===== src/rtl/serial_pkg.sv =====
// Shared definitions for the single-wire serial link (transmit and receive ends).
package serial_pkg;

  typedef enum logic [2:0] {
    IDLE  = 3'd0,
    START = 3'd1,
    DATA  = 3'd2,
    PAR   = 3'd3,
    STOP  = 3'd4
  } tx_state_t;

  localparam int PAR_NONE = 0;
  localparam int PAR_EVEN = 1;
  localparam int PAR_ODD  = 2;

  localparam logic LINE_IDLE = 1'b1;
  localparam logic START_BIT = 1'b0;
  localparam logic STOP_BIT  = 1'b1;

endpackage


===== src/rtl/serial_tx_piso_reg.sv =====
// Parallel-in, serial-out shift register: synchronous load, right shift, bit 0 is the serial output.
module piso_reg #(
  parameter int WIDTH = 8
) (
  input  logic             clk,
  input  logic             clr,
  input  logic             load,
  input  logic             shift,
  input  logic [WIDTH-1:0] din,
  output logic             ser
);

  logic [WIDTH-1:0] q;

  always_ff @(posedge clk or negedge clr) begin
    if (!clr) begin
      q <= '0;
    end else if (load) begin
      q <= din;
    end else if (shift) begin
      q <= {1'b0, q[WIDTH-1:1]};
    end
  end

  assign ser = q[0];

endmodule


===== src/rtl/serial_tx.sv =====
// Frame transmitter: start bit, WIDTH data bits LSB first, optional parity bit, stop bit.
module serial_tx
  import serial_pkg::*;
#(
  parameter int WIDTH  = 8,
  parameter int PARITY = 0
) (
  input  logic             clk,
  input  logic             clr,
  input  logic             load_valid,
  output logic             load_ready,
  input  logic [WIDTH-1:0] data_in,
  output logic             sout,
  output logic             busy,
  output logic             done
);

  if (WIDTH < 2 || PARITY < 0 || PARITY > 2) begin : g_bad_param
    $error("serial_tx: WIDTH must be >= 2 and PARITY must be 0, 1 or 2");
  end

  localparam int CNT_W = $clog2(WIDTH);
  localparam logic [CNT_W-1:0] LAST = CNT_W'(WIDTH - 1);
  localparam bit HAS_PAR = (PARITY != PAR_NONE);

  function automatic logic parity_of(input logic [WIDTH-1:0] w);
    if (PARITY == PAR_ODD) begin
      return ~^w;
    end
    return ^w;
  endfunction

  tx_state_t        state_q, state_d;
  logic [CNT_W-1:0] cnt_q;
  logic             par_q;
  logic             sout_q, sout_d;
  logic             load, shift, ser;

  piso_reg #(.WIDTH(WIDTH)) u_piso (
    .clk   (clk),
    .clr   (clr),
    .load  (load),
    .shift (shift),
    .din   (data_in),
    .ser   (ser)
  );

  // sout is registered, so each branch sets the level for the state being entered.
  // The shifter moves on every edge that leaves a bit on the line, keeping ser one bit ahead.
  always_comb begin
    state_d = state_q;
    sout_d  = LINE_IDLE;
    load    = 1'b0;
    shift   = 1'b0;
    case (state_q)
      IDLE: begin
        if (load_valid) begin
          load    = 1'b1;
          state_d = START;
          sout_d  = START_BIT;
        end
      end
      START: begin
        state_d = DATA;
        sout_d  = ser;
        shift   = 1'b1;
      end
      DATA: begin
        if (cnt_q == LAST) begin
          state_d = HAS_PAR ? PAR : STOP;
          sout_d  = HAS_PAR ? par_q : STOP_BIT;
        end else begin
          sout_d = ser;
          shift  = 1'b1;
        end
      end
      PAR: begin
        state_d = STOP;
        sout_d  = STOP_BIT;
      end
      STOP: begin
        state_d = IDLE;
        sout_d  = LINE_IDLE;
      end
      default: begin
        state_d = IDLE;
        sout_d  = LINE_IDLE;
      end
    endcase
  end

  always_ff @(posedge clk or negedge clr) begin
    if (!clr) begin
      state_q <= IDLE;
      sout_q  <= LINE_IDLE;
      cnt_q   <= '0;
      par_q   <= 1'b0;
    end else begin
      state_q <= state_d;
      sout_q  <= sout_d;
      if (load) begin
        cnt_q <= '0;
        par_q <= parity_of(data_in);
      end else if (state_q == DATA && cnt_q != LAST) begin
        cnt_q <= cnt_q + 1'b1;
      end
    end
  end

  assign sout       = sout_q;
  assign load_ready = (state_q == IDLE);
  assign busy       = (state_q == START) || (state_q == DATA) ||
                      (state_q == PAR)   || (state_q == STOP);
  assign done       = (state_q == STOP);

endmodule


===== config.mk =====
export PLATFORM = sky130hd
export DESIGN_NAME = serial_tx
export DESIGN_NICKNAME = d
export VERILOG_FILES = /design/src/rtl/serial_pkg.sv /design/src/rtl/serial_tx_piso_reg.sv /design/src/rtl/serial_tx.sv
export SDC_FILE = /design/constraint.sdc
export NUM_CORES = 1
export LEC_CHECK = 0
export CORE_UTILIZATION = 35
export DETAILED_ROUTE_END_ITERATION = 8
export PLACE_DENSITY = 0.58
export SLEW_MARGIN = 5
export SYNTH_ARGS = -nofsm -noshare
export SYNTH_HDL_FRONTEND = slang
export SYNTH_SLANG_ARGS = --single-unit
export TNS_END_PERCENT = 1

===== constraint.sdc =====
create_clock -name clk -period 1.75 [get_ports clk]
set_input_delay 0.175 -clock clk [delete_from_list [all_inputs] [get_ports clk]]
set_output_delay 0.175 -clock clk [all_outputs]
set_load 0.1 [all_outputs]

* Yosys cells after proc, flatten, opt, wreduce, memory -nomap -nowiden *
Index checks and enable logic that the tools add are counted.

operators by class
  add/subtract/negate cells = 1
  multiply operators = 0
  div/mod/pow operators = 0
  $lt $le $gt $ge = 0
  eq/ne operators = 8
  shifts and indexed selects = 0
  multiplexer cells = 14
  bitwise operators = 0
  reductions and logical operators = 8

operators by type and width
  operator                                        count
  2-to-1 mux 8 bit                                2
  2-to-1 mux 3 bit                                4
  case mux 3 bit (4 select lines)                 1
  == test 3 x 2 -> 1 bit (second input constant)  2
  == test 3 bit (second input constant)           2
  2-to-1 mux 1 bit                                5
  != test 2 bit (second input constant)           2
  nonzero test 2 bit                              2
  adder 3 x 1 -> 3 bit (second input constant)    1
  == test 3 x 1 -> 1 bit (second input constant)  1
  zero test 3 bit                                 1
  logical OR 1 bit                                3
  != test 3 bit (second input constant)           1
  case mux 1 bit (3 select lines)                 1
  case mux 1 bit (2 select lines)                 1
  AND reduction 2 bit                             1
  logical AND 1 bit                               1

storage, ports and cells
  register bits after elaboration = 15
  latch bits = 0
  bits in writable memories = 0
  memory bits (read-only) = 0
  output and inout port bits = 4
  word-level logic and storage cells = 35
  memories kept = 0

* Longest topological paths before layout *
Gate-level depths: netlist of run 1.

  word-level depth = 5
  gate-level depth with buffers = 5
  depth with buffers taken out = 5

* Modules after synthesis *
From an unflattened synthesis of run 1, not the netlist that was laid out.

second synthesis, totals
  cell total of the unflattened synthesis = 68
  area, all modules = 768.2 µm²

by module, submodules not included
  module     instances  cells an instance  area an instance (µm²)  sequential area each (µm²)
  serial_tx  1          34                 399.1                   176.4
  piso_reg   1          34                 369.1                   200.2

* Worst setup path after synthesis of run 1 *
No wires, ideal clock.

  kind = register to output
  start = register state_q[0]
  end = output port busy
  arrival time = 3942 ps
  data required time = 1575 ps
  path slack = -2367 ps
  cell stages (with the launch flop) = 4
  buffers on the path = 1
  cells stage by stage = dfrtp_1 > buf_2 > nor3_1 > nor2_1

between the ends
  longest elaborated chain between the ends = 4
  elaborated cells between the ends (all ways) = 7
  those cells by class = eq/ne (4); reduce/logical (3)

ends and longest elaborated chain
  item                                                                     line              RTL
  start: declaration                                                       serial_tx.sv:33   tx_state_t state_q, state_d;
  start signal: assignment                                                 serial_tx.sv:99   state_q <= state_d;
  == test 3 x 1 -> 1 bit / == test 3 x 2 -> 1 bit (equally long branches)  serial_tx.sv:112  assign busy = (state_q == START) || (state_q == DATA) ||
  logical OR 1 bit (2 in a row)                                            serial_tx.sv:112
  logical OR 1 bit *                                                       serial_tx.sv:113  (state_q == PAR) || (state_q == STOP);
  end: declaration                                                         serial_tx.sv:14   output logic busy,

Every way passes the cells marked *; elsewhere a longest branch is shown, timed or not.

* Worst setup path in the final report of run 1 *
  start = register cnt_q[0]
  end = register u_piso.q[5]

between the ends
  longest elaborated chain between the ends = 4

ends and longest elaborated chain
  item                             line                      RTL
  start: declaration               serial_tx.sv:34           logic [CNT_W-1:0] cnt_q;
  start signal: assignment         serial_tx.sv:105          cnt_q <= cnt_q + 1'b1;
  == test 3 bit                    serial_tx.sv:69           if (cnt_q == LAST) begin
  2-to-1 mux 1 bit                 serial_tx.sv:69
  case mux 1 bit (2 select lines)  serial_tx.sv:55           case (state_q)
  nonzero test 2 bit (no line)     --
  end signal: assignment           serial_tx_piso_reg.sv:19  q <= din;
  end signal: assignment           serial_tx_piso_reg.sv:21  q <= {1'b0, q[WIDTH-1:1]};
  end: declaration                 serial_tx_piso_reg.sv:13  logic [WIDTH-1:0] q;

No other way between the ends.
A chain may end at the register's enable or synchronous reset.

==> results.py, run 1 <==
metrics = {
    "outcome": {
        "status": "complete, but fails checks",
        "violations": "negative setup slack",
    },
    "place": {
        "dp_hpwl_mm": 1.03,
        "io_buffers": 14,
        "place.gp.congestion": 0.702,
    },
    "sta": {
        "clock.fmax_mhz": 540,
        "hold_viol": 0,
        "final.setup.tns_ns": -0.677,
        "maxSlewHeadroom_pct": 78.0,
        "drv_slew": 0,
        "whs_ns": 0.187,
        "clock_skew_ns": 0.00117,
        "worst_pin_slew_ns": 0.329,
        "timing.final.ws_setup_ns": -0.101,
        "setup_violations": 7,
        "post-route-min-period_ns": 1.85,
        "rsz0062_at_grt": "yes",
        "post-route-period-util_pct": 106,
    },
    "floorplanning": {
        "initial_core_util_pct": 38.4,
        "num_io_pins": 15,
        "die_w_um": 49.1,
        "die_h_um": 49.1,
        "die-area_mm2": 0.00241,
        "core_area_mm2": 0.00202,
        "num_rows": 16,
    },
    "pwr": {
        "power_density_mw_per_mm2": 2040,
        "peakVddDrop_mv": 1.02,
        "p_leak_nw": 0.532,
    },
    "drt": {
        "drcViolationCount": 0,
        "met1_length_um": 679,
        "drt-pass1-iter-count": 4,
        "wl_mm": 1.46,
        "met3_length_um": 50,
        "highest_layer": "met4",
        "wl_met2_um": 703,
        "drtIter0Drc": 2,
        "wl_per_cell_um": 12.3,
        "vias": 579,
        "final_antenna_net_count": 0,
        "viasPerCell": 4.87,
    },
    "global_route": {
        "grt_pass1_vias": 599,
        "grt.overflow.total": 0,
        "grt_max_degree": 16,
        "antenna_found_initial": 0,
        "groute.usage.overall_pct": 14.2,
        "grt_pass1_wl_mm": 2.57,
    },
    "final_layout": {
        "final_cell_mix": "14 x dfrtp_1, 12 x buf_4, 10 x clkdlybuf4s50_1, 7 x mux2_1, 7 x mux2_4",
        "area_growth_pct": 53.0,
        "final_common_cell": "dfrtp_1",
        "nFillCells": 183,
        "antenna_cells": 0,
        "nNetsFinal": 106,
        "layout-drive-gt1-share_pct": 41.3,
    },
    "worst_setup_path": {
        "critical-path-max-stage-delay_ns": 0.40,
        "timing.rr.start": "cnt_q[0]",
        "startpoint_type": "register",
        "crit_chain": "ha_2, ha_4, or3b_4, a21oi_4, buf_12, mux2_4",
        "critPathRequiredTime_ns": 1.93,
        "arrival_ns": 2.03,
        "cp-end-kind": "register",
        "crit_fanout": 8,
        "setup.worst_path.start": "cnt_q[0]",
        "worst_path_max_delay_cell": "dfrtp_1",
        "path_class": "reg2reg",
    },
    "hold_path": {
        "hp-class": "in2async",
    },
    "synthesis": {
        "synth_nets": 77,
        "syn_avg_cell_area_um2": 12.1,
        "synth_area_um2": 777,
        "ys_seq_area_share_pct": 48.5,
        "yosysTopAreaCell": "dfrtp_1",
        "synth.area.top_cells": "dfrtp_1 45%, mux2_1 10%, mux2_2 10%",
        "yosysTopAreaCellShare_pct": 45.1,
        "ys_ff_latch": 15,
        "yosys_warnings": 0,
        "syn_inst": 64,
        "ys_types": 23,
    },
    "cts": {
        "numCtsBuffers": 3,
        "cts-root-buf": "clkbuf_4",
        "cts.sinks": 15,
        "cts_buffer_depth": 2,
        "cts_tree": "built",
        "clk_pin_slew_worst_paths_ns": 0.09,
        "h-tree-depth": 1,
        "clkLatencyLatePin_ns": 0.28,
    },
    "flow_run": {
        "maxCapViolCount": 0,
    },
}
## where the power goes
| group | switching, W | internal (W) | leakage [nW] |
|---|---|---|---|
| clock network | 0.000114 | 0.0000886 | 0.0150 |
| registers | 0.0000813 | 0.000510 | 0.188 |
| logic | 0.000805 | 0.000824 | 0.330 |
## flip-flops by register name, summed over array words and instances, names as in the netlist
signal,count
u_piso.q,8
cnt_q,3
state_q,3
sout,1
## cell usage after synthesis
master,count
nor3b_1,2
or3b_1,1
or4b_4,1
ha_1,2
nand2b_1,3
dfstp_2,1
mux2_1,7
a21oi_4,1
inv_6,1
nor3_1,1
nor4b_2,1
nor2_1,3
a21oi_1,2
mux2_2,7
buf_2,2
nand2_1,6
buf_6,1
mux2i_1,1
o21ai_0,3
inv_1,1
o21a_1,1
o21bai_1,2
dfrtp_1,14
## metal layers
| layer | global-route usage (%) | vias up |
|---|---|---|
| li1 | - | 280 |
| met1 | 18.5 | 282 |
| met2 | 22.4 | 13 |
| met3 | 1.87 | 4 |
| met4 | 8.82 | 0 |
| met5 | 0 | - |
## repair_timing
item	in CTS	in global routing
hold buffers	0	0
endpoints found under the setup margin	7	9
pin swaps	3	3
buffers inserted	2	0
resized for setup	11	1
## logic make-up (layout without fill, tap and decap cells)
kind of cell / count (synthesis) / after routing / share of synthesized area [%]
AND/OR/NAND/NOR: 18 / 18 / 14.2
multiplexers: 15 / 15 / 21.6
flip-flops: 15 / 15 / 48.5
AO/OA/AOI/OAI: 9 / 9 / 8.21
buffers and inverters: 5 / 33 / 4.35
adder cells (fa/ha/maj): 2 / 2 / 3.22
## area by class of cell
class,instances,area [µm²],share of cell area [%]
flip-flops and latches,15,377,31.7
multi-input cells,44,449,37.8
clock buffers,4,26.3,2.21
inverters,2,12.5,1.05
repair buffers,27,290,24.4
well taps,27,33.8,2.84
## worst paths after layout
check	endpoint	slack (ns)	cells after the start
min in group clk	u_piso.q[7]	0.45	3
setup / recovery	u_piso.q[5]	-0.10	6
setup reg to reg	u_piso.q[5]	-0.10	6
max in group asynchronous	sout	1.32	2
hold / removal	u_piso.q[5]	0.19	2
hold reg to reg	u_piso.q[5]	0.51	1
## through the flow
step                      std cells  total power [W]  utilization (%)  setup WS [ns]  instance area (µm²)
after floorplan                  64          0.00157                -         -0.164                  807
after global placement          113          0.00198             53.5         -0.254                 1080
after detailed placement        113          0.00200             53.5         -0.264                 1080
after CTS                       119          0.00244             58.4         -0.139                 1180
after global routing            119          0.00257             58.8         -0.133                 1190
final                           119          0.00242             58.8         -0.101                 1190
## critical path, delay by kind of cell (launching register included)
kind | cells | cell delay [ns]
AO/OA/AOI/OAI | 1 | 0.15
AND/OR/NAND/NOR | 1 | 0.39
buffers and inverters | 1 | 0.15
flip-flops | 1 | 0.40
adder cells (fa/ha/maj) | 2 | 0.36
multiplexers | 1 | 0.30
No activity file was read; power rests on OpenSTA's default activity.
==> inputs of run 2 (changes only) <==
ABC_CLOCK_PERIOD_IN_PS = 1750   (was unset)
==> results of run 2 <==
No change in the layout: final DEF, timing and power equal those of run 1.
==> RTL change 1 (flow settings as in run 1) <==
`WIDTH` is set to 8 in 2 places; all go to 4.
--- a/src/rtl/serial_tx_piso_reg.sv
+++ b/src/rtl/serial_tx_piso_reg.sv
@@ -1,6 +1,6 @@
 // Parallel-in, serial-out shift register: synchronous load, right shift, bit 0 is the serial output.
 module piso_reg #(
-  parameter int WIDTH = 8
+  parameter int WIDTH = 4
 ) (
   input  logic             clk,
   input  logic             clr,
--- a/src/rtl/serial_tx.sv
+++ b/src/rtl/serial_tx.sv
@@ -2,7 +2,7 @@
 module serial_tx
   import serial_pkg::*;
 #(
-  parameter int WIDTH  = 8,
+  parameter int WIDTH  = 4,
   parameter int PARITY = 0
 ) (
   input  logic             clk,
Ports: changed (resized data_in); port bits go from 15 to 11. No check against the original RTL was run, so the function may have changed too.
==> RTL change 1 against run 1 <==
- area after synthesis decreased by 32%
- design area decreased by 35%
- sequential cell count decreased by 5
- via count decreased by 36%
- critical path depth decreased by 3
- routed wire length decreased by 30%
- worst setup slack improved by 0.16 ns
Power is not shown: default switching activity piles up to over one toggle a cycle in this logic, so the estimate is an artifact.
==> RTL change 1: results (changes against run 1) <==
layout cell share with drive strength beyond 1: 37.93% (was 41.30%)
Met1 Wirelength: 431 microns (was 679 microns)
worst setup path endpoint: u_piso.q[2] (was u_piso.q[5])
drt first-iter violations: 8 (was 2)
Synth Area in Compound Gates: 11.37% (was 8.213%)
Clock Latency Late Sink: 0.26 ns (was 0.28 ns)
dpl hpwl: 774.3 microns (was 1.030 mm)
cell family with most CP delay: multiplexers (was flip-flops)
crit path from: state_q[0] (was cnt_q[0])
Met2 Wirelength: 518 microns (was 703 microns)
status: finished clean (was complete, but fails checks)
# fillers: 112 (was 183)
syn nets: 49 (was 77)
Slew HR: 69.29% (was 77.96%)
XOR/XNOR Fraction of Synth Area: 1.659% (was 0%)
hold_ws: 0.2279 ns (was 0.1874 ns)
reg-to-reg slack, setup: 0.06 ns (was -0.10 ns)
fin nets: 67 (was 106)
DR pass1 iterations: 3 (was 4)
IO buf count: 10 (was 14)
GRT Util Overall: 16.40% (was 14.25%)
M1 GR Usage: 20.07% (was 18.45%)
top post-synthesis cells by area: dfrtp_1, mux2_1, dfstp_2 (was dfrtp_1, mux2_1, mux2_2)
crit-path max FO: 7 (was 8)
R2R depth: 3 (was 6)
global-route wire length before repair: 1.690 mm (was 2.566 mm)
wire length on met3: 62 microns (was 50 microns)
Vias/cell: 5.068 (was 4.866)
Seq/Total Area, Yosys: 47.63% (was 48.47%)
largest net degree at the start of global routing: 11 (was 16)
Critical Path AT: 1.83 ns (was 2.03 ns)
Post-Route WL: 1.024 mm (was 1.463 mm)
==> RTL change 1: through the flow <==
stage	setup slack, ns	instances	cell area [sq um]
finish	0.05747	73	773.2
global route	0.006310	73	773.2
CTS	0.03105	73	768.2
detailed placement	-0.02920	69	732.0
global placement	0.03522	69	732.0
floorplan	-0.1132	41	558.0
==> RTL change 1: repair_timing <==
item                                    4_1_cts  5_1_grt
endpoints found under the setup margin        0        3
gates resized for setup                       0        2
buffers inserted                              0        0
==> RTL change 1: cell families (layout without fill, tap and decap cells) <==
logic type,after synthesis,after routing
fa+ha+maj,1,1
simple gates,11,11
flops,10,10
compound gates,7,7
xor+xnor,1,1
buf+inv,4,21
mux,7,7
==> RTL change 1: area by class of cell <==
class / count / area (sq um) / share of cell area, %
tap: 15 / 18.77 / 2.427
multi-input combinational: 27 / 277.8 / 35.92
sequential: 10 / 251.5 / 32.52
clock buffer: 4 / 36.28 / 4.693
inverter: 1 / 3.754 / 0.4854
timing repair buffer: 16 / 185.2 / 23.95
==> RTL change 2 (flow settings as in run 1) <==
Made on the original files. Encoding of `tx_state_t`: now Gray code (3 bits for 5 states).
--- a/src/rtl/serial_pkg.sv
+++ b/src/rtl/serial_pkg.sv
@@ -2,11 +2,11 @@
 package serial_pkg;
 
   typedef enum logic [2:0] {
-    IDLE  = 3'd0,
-    START = 3'd1,
-    DATA  = 3'd2,
-    PAR   = 3'd3,
-    STOP  = 3'd4
+    IDLE  = 3'b000,
+    START = 3'b001,
+    DATA  = 3'b011,
+    PAR   = 3'b010,
+    STOP  = 3'b110
   } tx_state_t;
 
   localparam int PAR_NONE = 0;
Check against the original RTL: no difference found for any inputs over 10 cycles, from zero or initial values; not proved beyond that.
==> RTL change 2 against run 1 <==
- design area down 12%
- first-iteration DRC count rose to 5.0 times the old value
- power down 19%
- non-clock buffer count down 4
- area after synthesis down 2.6%
- sequential cell count unchanged
- routed wire length up 7.9%
- fmax up 12%
- worst setup slack better by 0.19 ns
- die area down 2.5%
- synthesized cell count up 17%
==> RTL change 2: results (changes against run 1) <==
Synth top cells by count: dfrtp_1, nor2_1, o21ai_0, a31oi_1, or3b_2 (was dfrtp_1, mux2_1, mux2_2, nand2_1)
cell family with most CP delay: simple AND/OR/NAND/NOR gates (was flip-flops)
dpl hpwl: 1.076 mm (was 1.030 mm)
Yosys Warn Count: 0 (unchanged)
XOR/XNOR Fraction of Synth Area: 1.157% (was 0%)
fin nets: 110 (was 106)
worst hold-check path type: input port to asynchronous set/reset pin (unchanged)
Synth Area in Compound Gates: 14.21% (was 8.213%)
drt first-iter violations: 10 (was 2)
vias: 632 (was 579)
clock buffer depth: 2 (unchanged)
top post-synthesis cells by area: dfrtp_1, or3b_2, nor2_1 (was dfrtp_1, mux2_1, mux2_2)
syn nets: 88 (was 77)
Critical Path AT: 1.85 ns (was 2.03 ns)
Routability Congestion: 0.7378 (was 0.7023)
global-route wire length before repair: 2.691 mm (was 2.566 mm)
Post-DP Area: 1010 sq um (was 1082 sq um)
IO buf count: 14 (unchanged)
Switching Share: 44.33% (was 41.27%)
vias in the first global route: 585 (was 599)
Slew HR: 73.70% (was 77.96%)
Seq/Total Area, Yosys: 49.75% (was 48.47%)
Final Skew: 0.004753 ns (was 0.001169 ns)
Gate Count Post-Synth: 75 (was 64)
DR WL/cell: 12.83 microns (was 12.29 microns)
CTS Buf Count: 3 (unchanged)
Slowest-stage cell, CP: or3b_2 (was dfrtp_1)
Post-Route WL: 1.578 mm (was 1.463 mm)
setup slack at placement: -0.07022 ns (was -0.2641 ns)
status: finished clean (was complete, but fails checks)
Leak: 0.4541 nW (was 0.5325 nW)
Synth Area in Adders: 3.306% (was 3.221%)
worst vdd ir: 0.0009724 V (was 0.001016 V)
crit-path max cell delay: 0.46 ns (was 0.40 ns)
layout cell share with drive strength beyond 1: 30.21% (was 41.30%)
mux cell area share after synthesis: 2.645% (was 21.58%)
CTS HTree Levels: 1 (unchanged)
largest net degree at the start of global routing: 16 (unchanged)
Placed Cells incl. Taps: 118 (was 113)
Setup Buffers After CTS: 0 (was 2)
GRT Util Overall: 15.20% (was 14.25%)
crit-path max FO: 7 (was 8)
Synth cell types: 25 (was 23)
RTL change 2: cell types whose count changed in the layout (fill, tap and decap cells not counted), sizes merged, moves of 4 or more:
cell and delta:
o21ai +6, buf -4, a31oi +6, mux2 -14, nor2 +10, nand2 -5, or3b +5
RTL change 2: final timing paths:
check	from	to	slack, ns	cells past startpoint
min	clr	state_q[1]	0.21	2
min in group clk	data_in[7]	u_piso.q[7]	0.45	3
max	cnt_q[0]	u_piso.q[1]	0.09	5
max reg2reg	cnt_q[0]	u_piso.q[1]	0.09	5
max in group asynchronous	clr	sout	1.29	2
min reg2reg	u_piso.q[1]	u_piso.q[0]	0.53	1
RTL change 2: cell families (layout without fill, tap and decap cells):
| kind of cell | after synthesis | count (layout) |
|---|---|---|
| AND/OR/NAND/NOR | 30 | 31 |
| AO/OA/AOI/OAI | 18 | 18 |
| flip-flops | 15 | 15 |
| buffers and inverters | 7 | 27 |
| adder cells (fa/ha/maj) | 2 | 2 |
| multiplexers | 2 | 2 |
| XOR/XNOR | 1 | 1 |
RTL change 2: power by group through the flow:
stage | clock network (mW) | logic, mW | registers, mW
after global placement | 0 | 1.12 | 0.641
after floorplan | 0 | 0.759 | 0.655
final | 0.199 | 1.13 | 0.642
after global routing | 0.224 | 1.22 | 0.666
after CTS | 0.211 | 1.14 | 0.640
after detailed placement | 0 | 1.13 | 0.645
RTL change 2: routing by layer:
metal	part of all wire (%)	track usage, %
met1	48	20.68
met2	47	22.30
met3	4.2	5.975
met4	0.76	4.412
met5	0	0
RTL change 2: worst reg2reg max path, stage by stage, from the launching register on:
cell and delay [ns]:
dfrtp_1 0.39, ha_1 0.20, ha_2 0.18, and2_4 0.18, or3b_2 0.46, a31oi_1 0.16
RTL change 2: final cells by class:
class,instances,area [sq um]
Clock buffer,4,26.28
Fill cell,191,953.4
Multi-Input combinational cell,54,364.1
Sequential cell,15,376.6
Tap cell,27,33.78
Timing Repair Buffer,23,247.7
RTL change 2: through the flow:
stage          utilization [%]  total power [mW]   TNS (ns)  hold slack [ns]
3_3_place_gp             50.44             1.756          0           0.5050
2_1_floorplan                -             1.414    -0.1151          -0.1206
6_report                 52.38             1.969          0           0.2082
5_1_grt                  52.38             2.110  -0.001345           0.2108
4_1_cts                  51.88             1.985          0           0.2060
3_5_place_dp             50.44             1.776    -0.1212           0.5109
RTL change 2: timing repair:
action                     in CTS  in global routing
pin swaps                       1                  1
cloned                          0                  1
gates resized for setup         2                  1
setup endpoints to repair       6                  4
